File: src/rtl/esc_pkg.sv
// rtl/esc_pkg.sv - shared state, gate-pattern and command encodings for the ESC bridge stage
package esc_pkg;

  typedef enum logic [2:0] {
    IDLE  = 3'd0,
    DEAD  = 3'd1,
    FWD   = 3'd2,
    REV   = 3'd3,
    FAULT = 3'd4
  } state_t;

  // Gate patterns are ordered {ah, al, bh, bl}.
  localparam logic [3:0] GATES_OFF   = 4'b0000;
  localparam logic [3:0] GATES_FWD   = 4'b1001;
  localparam logic [3:0] GATES_REV   = 4'b0110;
  localparam logic [3:0] GATES_BRAKE = 4'b0101;

  localparam logic [1:0] CMD_IDLE    = 2'b00;
  localparam logic [1:0] CMD_REV     = 2'b01;
  localparam logic [1:0] CMD_FWD     = 2'b10;
  localparam logic [1:0] CMD_ILLEGAL = 2'b11;

  function automatic logic [3:0] gate_pattern(input state_t s, input logic brake);
    logic [3:0] p;
    case (s)
      IDLE:    p = brake ? GATES_BRAKE : GATES_OFF;
      FWD:     p = GATES_FWD;
      REV:     p = GATES_REV;
      default: p = GATES_OFF;
    endcase
    return p;
  endfunction

endpackage

File: src/rtl/esc_sync.sv
// rtl/esc_sync.sv - single-bit multi-flop synchronizer for asynchronous inputs
module esc_sync #(
  parameter int STAGES = 2
) (
  input  logic clk,
  input  logic reset,
  input  logic d,
  output logic q
);

  logic [STAGES-1:0] sync_q;

  always_ff @(posedge clk or posedge reset) begin
    if (reset) begin
      sync_q <= '0;
    end else begin
      sync_q <= (sync_q << 1) | STAGES'(d);
    end
  end

  assign q = sync_q[STAGES-1];

endmodule

File: src/rtl/hbridge_deadtime_driver.sv
// rtl/hbridge_deadtime_driver.sv - H-bridge gate driver with dead-time insertion and fault latch
module hbridge_deadtime_driver
  import esc_pkg::*;
#(
  parameter int DT_WIDTH    = 8,
  parameter int DT_MIN      = 1,
  parameter int SYNC_STAGES = 2,
  parameter int FCNT_WIDTH  = 8
) (
  input  logic                  clk,
  input  logic                  reset,
  input  logic                  enable,
  input  logic                  pos_in,
  input  logic                  neg_in,
  input  logic                  brake_en,
  input  logic [DT_WIDTH-1:0]   dead_time,
  input  logic                  ext_fault,
  input  logic                  fault_clear,
  output logic                  gate_ah,
  output logic                  gate_al,
  output logic                  gate_bh,
  output logic                  gate_bl,
  output logic                  fault,
  output logic [FCNT_WIDTH-1:0] fault_count
);

  logic fault_sync;

  esc_sync #(.STAGES(SYNC_STAGES)) u_fault_sync (
    .clk   (clk),
    .reset (reset),
    .d     (ext_fault),
    .q     (fault_sync)
  );

  state_t                state_q, state_d;
  state_t                target_q, target_d;
  logic                  tgt_brake_q, tgt_brake_d;
  logic [DT_WIDTH-1:0]   cnt_q, cnt_d;
  logic [FCNT_WIDTH-1:0] fcnt_q, fcnt_d;
  logic [3:0]            gates_q;
  logic                  fault_q;

  logic [1:0]          cmd;
  logic                dec_brake;
  state_t              dec_state;
  logic [3:0]          dec_gates;
  logic [DT_WIDTH-1:0] dt_load;
  logic                fault_req;

  // A disabled bridge decodes as coast regardless of the PWM inputs.
  assign cmd       = enable ? {pos_in, neg_in} : CMD_IDLE;
  assign dec_brake = enable & brake_en;
  assign dt_load   = (dead_time < DT_WIDTH'(DT_MIN)) ? DT_WIDTH'(DT_MIN) : dead_time;
  assign fault_req = (cmd == CMD_ILLEGAL) | fault_sync;

  always_comb begin
    dec_state = IDLE;
    case (cmd)
      CMD_FWD: dec_state = FWD;
      CMD_REV: dec_state = REV;
      default: dec_state = IDLE;
    endcase
  end

  assign dec_gates = gate_pattern(dec_state, dec_brake);

  // Targets are compared by gate pattern so that coast and brake idle count as distinct.
  always_comb begin
    state_d     = state_q;
    target_d    = target_q;
    tgt_brake_d = tgt_brake_q;
    cnt_d       = cnt_q;
    fcnt_d      = fcnt_q;
    if (state_q == FAULT) begin
      if (fault_clear && !fault_sync && (cmd == CMD_IDLE)) begin
        state_d     = DEAD;
        target_d    = IDLE;
        tgt_brake_d = dec_brake;
        cnt_d       = dt_load;
      end
    end else if (fault_req) begin
      state_d = FAULT;
      if (fcnt_q != '1) begin
        fcnt_d = fcnt_q + 1'b1;
      end
    end else if (state_q == DEAD) begin
      if (dec_gates != gate_pattern(target_q, tgt_brake_q)) begin
        target_d    = dec_state;
        tgt_brake_d = dec_brake;
        cnt_d       = dt_load;
      end else if (cnt_q <= DT_WIDTH'(1)) begin
        state_d = target_q;
      end else begin
        cnt_d = cnt_q - 1'b1;
      end
    end else if (dec_gates != gates_q) begin
      state_d     = DEAD;
      target_d    = dec_state;
      tgt_brake_d = dec_brake;
      cnt_d       = dt_load;
    end
  end

  // Gates decode from the next state so they switch on the same edge as the state.
  always_ff @(posedge clk or posedge reset) begin
    if (reset) begin
      state_q     <= IDLE;
      target_q    <= IDLE;
      tgt_brake_q <= 1'b0;
      cnt_q       <= '0;
      fcnt_q      <= '0;
      gates_q     <= GATES_OFF;
      fault_q     <= 1'b0;
    end else begin
      state_q     <= state_d;
      target_q    <= target_d;
      tgt_brake_q <= tgt_brake_d;
      cnt_q       <= cnt_d;
      fcnt_q      <= fcnt_d;
      gates_q     <= gate_pattern(state_d, tgt_brake_d);
      fault_q     <= (state_d == FAULT);
    end
  end

  assign gate_ah     = gates_q[3];
  assign gate_al     = gates_q[2];
  assign gate_bh     = gates_q[1];
  assign gate_bl     = gates_q[0];
  assign fault       = fault_q;
  assign fault_count = fcnt_q;

endmodule

File: config.mk
export PLATFORM = sky130hd
export DESIGN_NAME = hbridge_deadtime_driver
export DESIGN_NICKNAME = d
export VERILOG_FILES = /design/src/rtl/esc_pkg.sv /design/src/rtl/esc_sync.sv /design/src/rtl/hbridge_deadtime_driver.sv
export SDC_FILE = /design/constraint.sdc
export NUM_CORES = 1
export LEC_CHECK = 0
export BUFFER_PORTS_ARGS = -buffer_cell sky130_fd_sc_hd__buf_2
export CORE_MARGIN = 5
export CORE_UTILIZATION = 35
export DETAILED_ROUTE_END_ITERATION = 7
export PLACE_DENSITY = 0.62
export SLEW_MARGIN = 40
export SYNTH_ARGS = -nofsm -noshare
export SYNTH_HDL_FRONTEND = slang
export SYNTH_SLANG_ARGS = --single-unit
File: constraint.sdc
create_clock -name clk -period 3.46 [get_ports clk]
set_clock_uncertainty 0.15 [all_clocks]
set_input_delay 0.519 -clock clk [delete_from_list [all_inputs] [get_ports clk]]
set_output_delay 0.519 -clock clk [all_outputs]
set_load 0.02 [all_outputs]
# Word-level counts from Yosys, hierarchy flattened
# Cells that the tools add are included.
# word_totals
input_bits,16
register_bits,30
wordCells,84
# classes
n_eq_ne,19
mux,38
n_reduce_logical,11
n_lt_le_gt_ge,2
bitwise_logic,4
n_addsub,2
# ops
operator,n
$mux W8,8
$mux W3,16
$pmux W4 S3,3
$eq A3 B2 Y1 const B,6
$mux W4,3
$logic_not A3 Y1,3
$add A8 B1 Y8 const B,1
$le A8 B1 Y1 const B,1
$lt A8 B1 Y1 const B,1
$ne A4 B4 Y1,2
$ne A8 B8 Y1 const B,1
$reduce_and A4 Y1,2
$sub A8 B1 Y8 const B,1
$eq A3 B3 Y1 const B,2
$mux W1,6
$eq A2 B2 Y1 const B,2
$ne A2 B1 Y1 const B,2
$ne A4 B4 Y1 const B,1
$pmux W2 S2,1
$eq A3 B1 Y1 const B,1
$ne A3 B2 Y1 const B,1
$reduce_and A3 Y1,1
$reduce_bool A3 Y1,1
$eq A2 B1 Y1 const B,1
other kinds (8),9

# Logic depth before layout (Yosys ltp)
# logic_depth
word_depth,12
depth_mapped,12

# By module
# A second synthesis with hierarchy kept.
# unflattened
cells_unflattened,181
hier_area_um2,1833.0
# modules_own_cells
module,area_each_um2,cells_each,n_inst
hbridge_deadtime_driver,1779.2,178,1
esc_sync,53.8,3,1

# Least setup slack after synthesis
# Ideal clock, no wire load.
# synth_timing
kind,input to register
startpoint,input port pos_in
endpoint,register gates_q[0]
arrival_time_ns,2.687
cell_stages,9
path_slack_ns,0.504
n_path_buf,0
setup_time_ns,0.119
path_cell_list,nand2_1 -> ha_1 -> nand3b_1 -> and3_1 -> nor3_1 -> a311oi_4 -> nor2_1 -> mux2_4 -> o21a_1
# synth_between
elab_chain_len,12
elab_cells_between_ends,31
# synth_lines
item,line,rtl
"start, declared",hbridge_deadtime_driver.sv:13,"input logic pos_in,"
$mux W2 *,hbridge_deadtime_driver.sv:52,"assign cmd = enable ? {pos_in, neg_in} : CMD_IDLE;"
$eq A2 B1 Y1 / $eq A2 B2 Y1 (equally long branches),hbridge_deadtime_driver.sv:59,case (cmd)
$pmux W2 S2,hbridge_deadtime_driver.sv:59,
$eq A3 B2 Y1 / $logic_not A3 Y1 (equally long branches),esc_pkg.sv:25,case (s)
$pmux W4 S3,esc_pkg.sv:25,
"$ne A4 B4 Y1, on equally long branches","hbridge_deadtime_driver.sv:97, hbridge_deadtime_driver.sv:88",
"$mux W1, on equally long branches","hbridge_deadtime_driver.sv:97, hbridge_deadtime_driver.sv:88",
$mux W1,hbridge_deadtime_driver.sv:87,end else if (state_q == DEAD) begin
$mux W1,hbridge_deadtime_driver.sv:82,end else if (fault_req) begin
$mux W1 *,hbridge_deadtime_driver.sv:75,if (state_q == FAULT) begin
named net tgt_brake_d,hbridge_deadtime_driver.sv:38,"logic tgt_brake_q, tgt_brake_d;"
$mux W3 *,esc_pkg.sv:26,IDLE: p = brake ? GATES_BRAKE : GATES_OFF;
$pmux W4 S3 *,esc_pkg.sv:25,
"end signal, assigned",hbridge_deadtime_driver.sv:121,"gates_q <= gate_pattern(state_d, tgt_brake_d);"
"end, declared",hbridge_deadtime_driver.sv:41,logic [3:0] gates_q;
# Mark *: on every way through the listed nets, which the timed path passes. The rest lies on a longest branch.
# A chain may end at the register's enable or synchronous reset.

# Worst setup path after layout
# layout_timing
startpoint,input port enable
endpoint,register gates_q[0]
# layout_between
elab_chain_len,12
elab_cells_between_ends,33
# layout_lines
item,line,rtl
"start, declared",hbridge_deadtime_driver.sv:12,"input logic enable,"
$mux W2,hbridge_deadtime_driver.sv:52,
$eq A2 B1 Y1 / $eq A2 B2 Y1 (equally long branches),hbridge_deadtime_driver.sv:59,
$pmux W2 S2,hbridge_deadtime_driver.sv:59,
$eq A3 B2 Y1 / $logic_not A3 Y1 (equally long branches),esc_pkg.sv:25,
$pmux W4 S3,esc_pkg.sv:25,
"$ne A4 B4 Y1, on equally long branches","hbridge_deadtime_driver.sv:97, hbridge_deadtime_driver.sv:88",
"$mux W1, on equally long branches","hbridge_deadtime_driver.sv:97, hbridge_deadtime_driver.sv:88",
$mux W1,hbridge_deadtime_driver.sv:87,
$mux W1,hbridge_deadtime_driver.sv:82,
$mux W1 *,hbridge_deadtime_driver.sv:75,
named net tgt_brake_d,hbridge_deadtime_driver.sv:38,
$mux W3 *,esc_pkg.sv:26,
$pmux W4 S3 *,esc_pkg.sv:25,
# Marked as above.

==> summary.txt <==
Final layout
  • Final Util: 43.4%
  • ANT cells: 0
  • Post-Layout Cell Count: 281
  • Fill count: 475
  • Area growth, synth to finish: 19.3%
  • Final Instance Area: 2060 µm²
  • Layout cells sized above 1: 24.8%
  • Final Net Count: 237

Drt
  • Top Metal Used: met4
  • WL met2: 1730 µm
  • Vias post-DR: 1393
  • Met3 wire len: 115 µm
  • WL met1: 1710 µm
  • Remaining DRCs: 0
  • Final ANT Viol Nets: 0
  • 1st-pass router iterations: 4
  • DR WL/cell: 12.9 µm
  • Via density: 4.96
  • Final WL: 3640 µm
  • Drt initial violations: 48

Placed design
  • Placed cell count: 273
  • GPL Wtd Cong: 0.806
  • DP HPWL: 2810 µm
  • Placed Area: 1960 µm²
  • IO Port Bufs: 28

STA
  • Max Slew Vio Count: 0
  • RSZ-0062 raised after global routing: false
  • Slew HR: 67.5%
  • Minimum clock period: 2.89 ns
  • TNS Setup: 0 ns
  • Final setup fails: 0
  • Final hold violation count: 0
  • Max frequency: 346 MHz
  • Tightest Pin Transition: 0.487 ns
  • Fin crit share: 83.5%

CTS
  • CTS Sinks: 29
  • Clock Pin Slew Worst Setup and Hold Paths: 0.06 ns
  • Clk Latency, worst-skew pair: 0.28 ns
  • Post-CTS Setup Inserts: 0
  • Max clock buf depth: 2
  • H-tree levels: 2
  • CTS Buf Count: 5
  • CTS resizes: 0
  • Hold-fix buffers, CTS: 0
  • TritonCTS clock tree: done
  • CTS root buf: clkbuf_8

Synthesis
  • Area leader, netlist: dfrtp_1
  • Most used DFF post-synth: dfrtp_1
  • Cell Area, Synth: 1730 µm²
  • Asr flop ratio synth: 100%
  • Distinct cells, synth: 52
  • Simple-gate share of the synthesized area: 22.2%
  • Sequential fraction of the synthesis area: 42.0%
  • Syn Inst Count: 178
  • Top-area cell type share of the netlist area: 42.0%
  • Post-Synth Adder-Cell Area: 5.79%
  • Yosys warning count: 0
  • Top post-synthesis cells by area: dfrtp_1, ha_1, nand2_1, nor2_1, xnor2_1
  • XOR/XNOR Fraction of Synth Area: 5.07%
  • Mean Syn Cell Area: 9.71 µm²
  • Most common library cells after synthesis: dfrtp_1, nand2_1, nor2_1
  • Synth Area in Compound Gates: 20.3%
  • Yosys reg bits: 29
  • Multiplexer share of the synthesized area: 2.10%
  • Largest family of logic cells by synthesized area: simple AND/OR/NAND/NOR gates
  • Number of synthesized flops with an enable pin: 0
  • Count leader, synth: dfrtp_1
  • Synthesized net count: 202

GRT
  • Antenna violations before repair: 0
  • GRT Overall Usage: 13.0%
  • GRT overflow: 0
  • Largest net degree at the start of global routing: 30
  • First-pass GRT wire length: 6380 µm
  • Vias in the first global route: 1379

Die
  • Initial Util: 36.4%
  • Chip width: 80.3 µm
  • Number of I/O pins: 29
  • Die ar.: 6450 µm²
  • Die Ht: 80.3 µm
  • Rows: 25
  • Core area: 4750 µm²

Worst setup path
  • Worst Setup Start Kind: input pin
  • Cell breakdown of the critical path: buf_2 -> nand2_1 -> ha_1 -> nand3b_1 -> and3_1 -> o221a_4 -> a311oi_4 -> nor2_1 -> mux2_4 -> o21a_1
  • Slowest stage delay, CP: 0.35 ns
  • Crit-path max FO: 7
  • Worst path slowest cell: a311oi_4
  • CP endpoint kind: flip-flop
  • Setup CP Type: in2reg
  • Req. time, crit path: 3.48 ns
  • Crit path DAT: 2.91 ns
  • Crit-path leading delay family: simple AND/OR/NAND/NOR gates
  • Worst path bufs/invs: 1

Run
  • Max-cap violation count: 0

Worst hold path
  • Tightest Hold Check Type: in2async

Power
  • Total chip power: 1.31 mW
  • Worst VDD drop: 0.000314 V
  • P per Cell Area: 635 nW/µm²
  • Leakage: 0.943 nW

Status
  • Status: finished, final reports clean
==> per-stage QoR <==
step / setup WS [ns] / hold WS (ns)
6_report: 0.571 / 0.150
5_1_grt: 0.350 / 0.170
4_1_cts: 0.576 / 0.154
3_5_place_dp: 0.275 / 0.187
3_3_place_gp: 0.346 / 0.184
2_1_floorplan: 0.504 / 0.181
==> placed cells by master, fill, tap and decap left out, types with 6 or more instances in the layout <==
master     n
xnor2_1    7
clkbuf_8   7
o21ai_1    8
nor3_1     6
nor2_1    17
inv_1      7
buf_2     28
nand2_1   19
ha_1       8
a21oi_1    8
dfrtp_1   29
==> registers in the layout (all words and copies together) (netlist names) <==
signal,count
tgt_brake_q,1
fault,1
gates_q,4
state_q,3
fault_count,8
u_fault_sync.sync_q,2
cnt_q,8
target_q,2
==> final cells by class <==
class | instances | area (µm²) | area share (%)
clock buffer | 7 | 96.3 | 4.67
clock inverter | 1 | 5.00 | 0.243
inverter | 8 | 30.0 | 1.46
multi-input combinational | 138 | 960 | 46.5
sequential | 29 | 726 | 35.2
tap | 67 | 83.8 | 4.06
timing repair buffer | 31 | 163 | 7.88
==> report_power, final <==
| part | internal [mW] | leakage (nW) | switching [mW] |
|---|---|---|---|
| Clock | 0.179 | 0.0542 | 0.129 |
| Sequential | 0.436 | 0.367 | 0.102 |
| Combinational | 0.196 | 0.522 | 0.269 |
==> logic make-up after synthesis <==
family / Yosys count
multiplexers: 3
buffers and inverters: 11
AO/OA/AOI/OAI: 42
XOR/XNOR: 10
AND/OR/NAND/NOR: 75
adder cells (fa/ha/maj): 8
flip-flops: 29
==> worst register-to-register path: stages, from the launching register on <==
cell and delay, ns:
dfrtp_1 0.46, or3b_1 0.43, and4_4 0.21, o221a_4 0.24, a311oi_4 0.35, nor2_1 0.14
mux2_4 0.33, o21a_1 0.16
==> final timing paths <==
kind	slack (ns)	cells past startpoint	startpoint	endpoint
worst max-delay path	0.57	10	enable	gates_q[0]$_DFF_PP0_
worst min-delay path	0.15	3	reset	fault_count[5]$_DFFE_PP0P_
worst max register to register	0.88	7	target_q[1]$_DFFE_PP0P_	gates_q[0]$_DFF_PP0_
worst min register to register	0.20	0	u_fault_sync.sync_q[0]$_DFF_PP0_	u_fault_sync.sync_q[1]$_DFF_PP0_
max in group asynchronous	2.74	3	reset	gates_q[1]$_DFF_PP0_
min in group clk	0.19	1	ext_fault	u_fault_sync.sync_q[0]$_DFF_PP0_
==> layer usage <==
layer | vias up | GRT usage (%)
met5 | - | 0
met4 | 0 | 6.59
met3 | 8 | 3.36
met2 | 18 | 21.4
met1 | 651 | 15.7
li1 | 716 | -
Power figures use the tool's default switching activity.
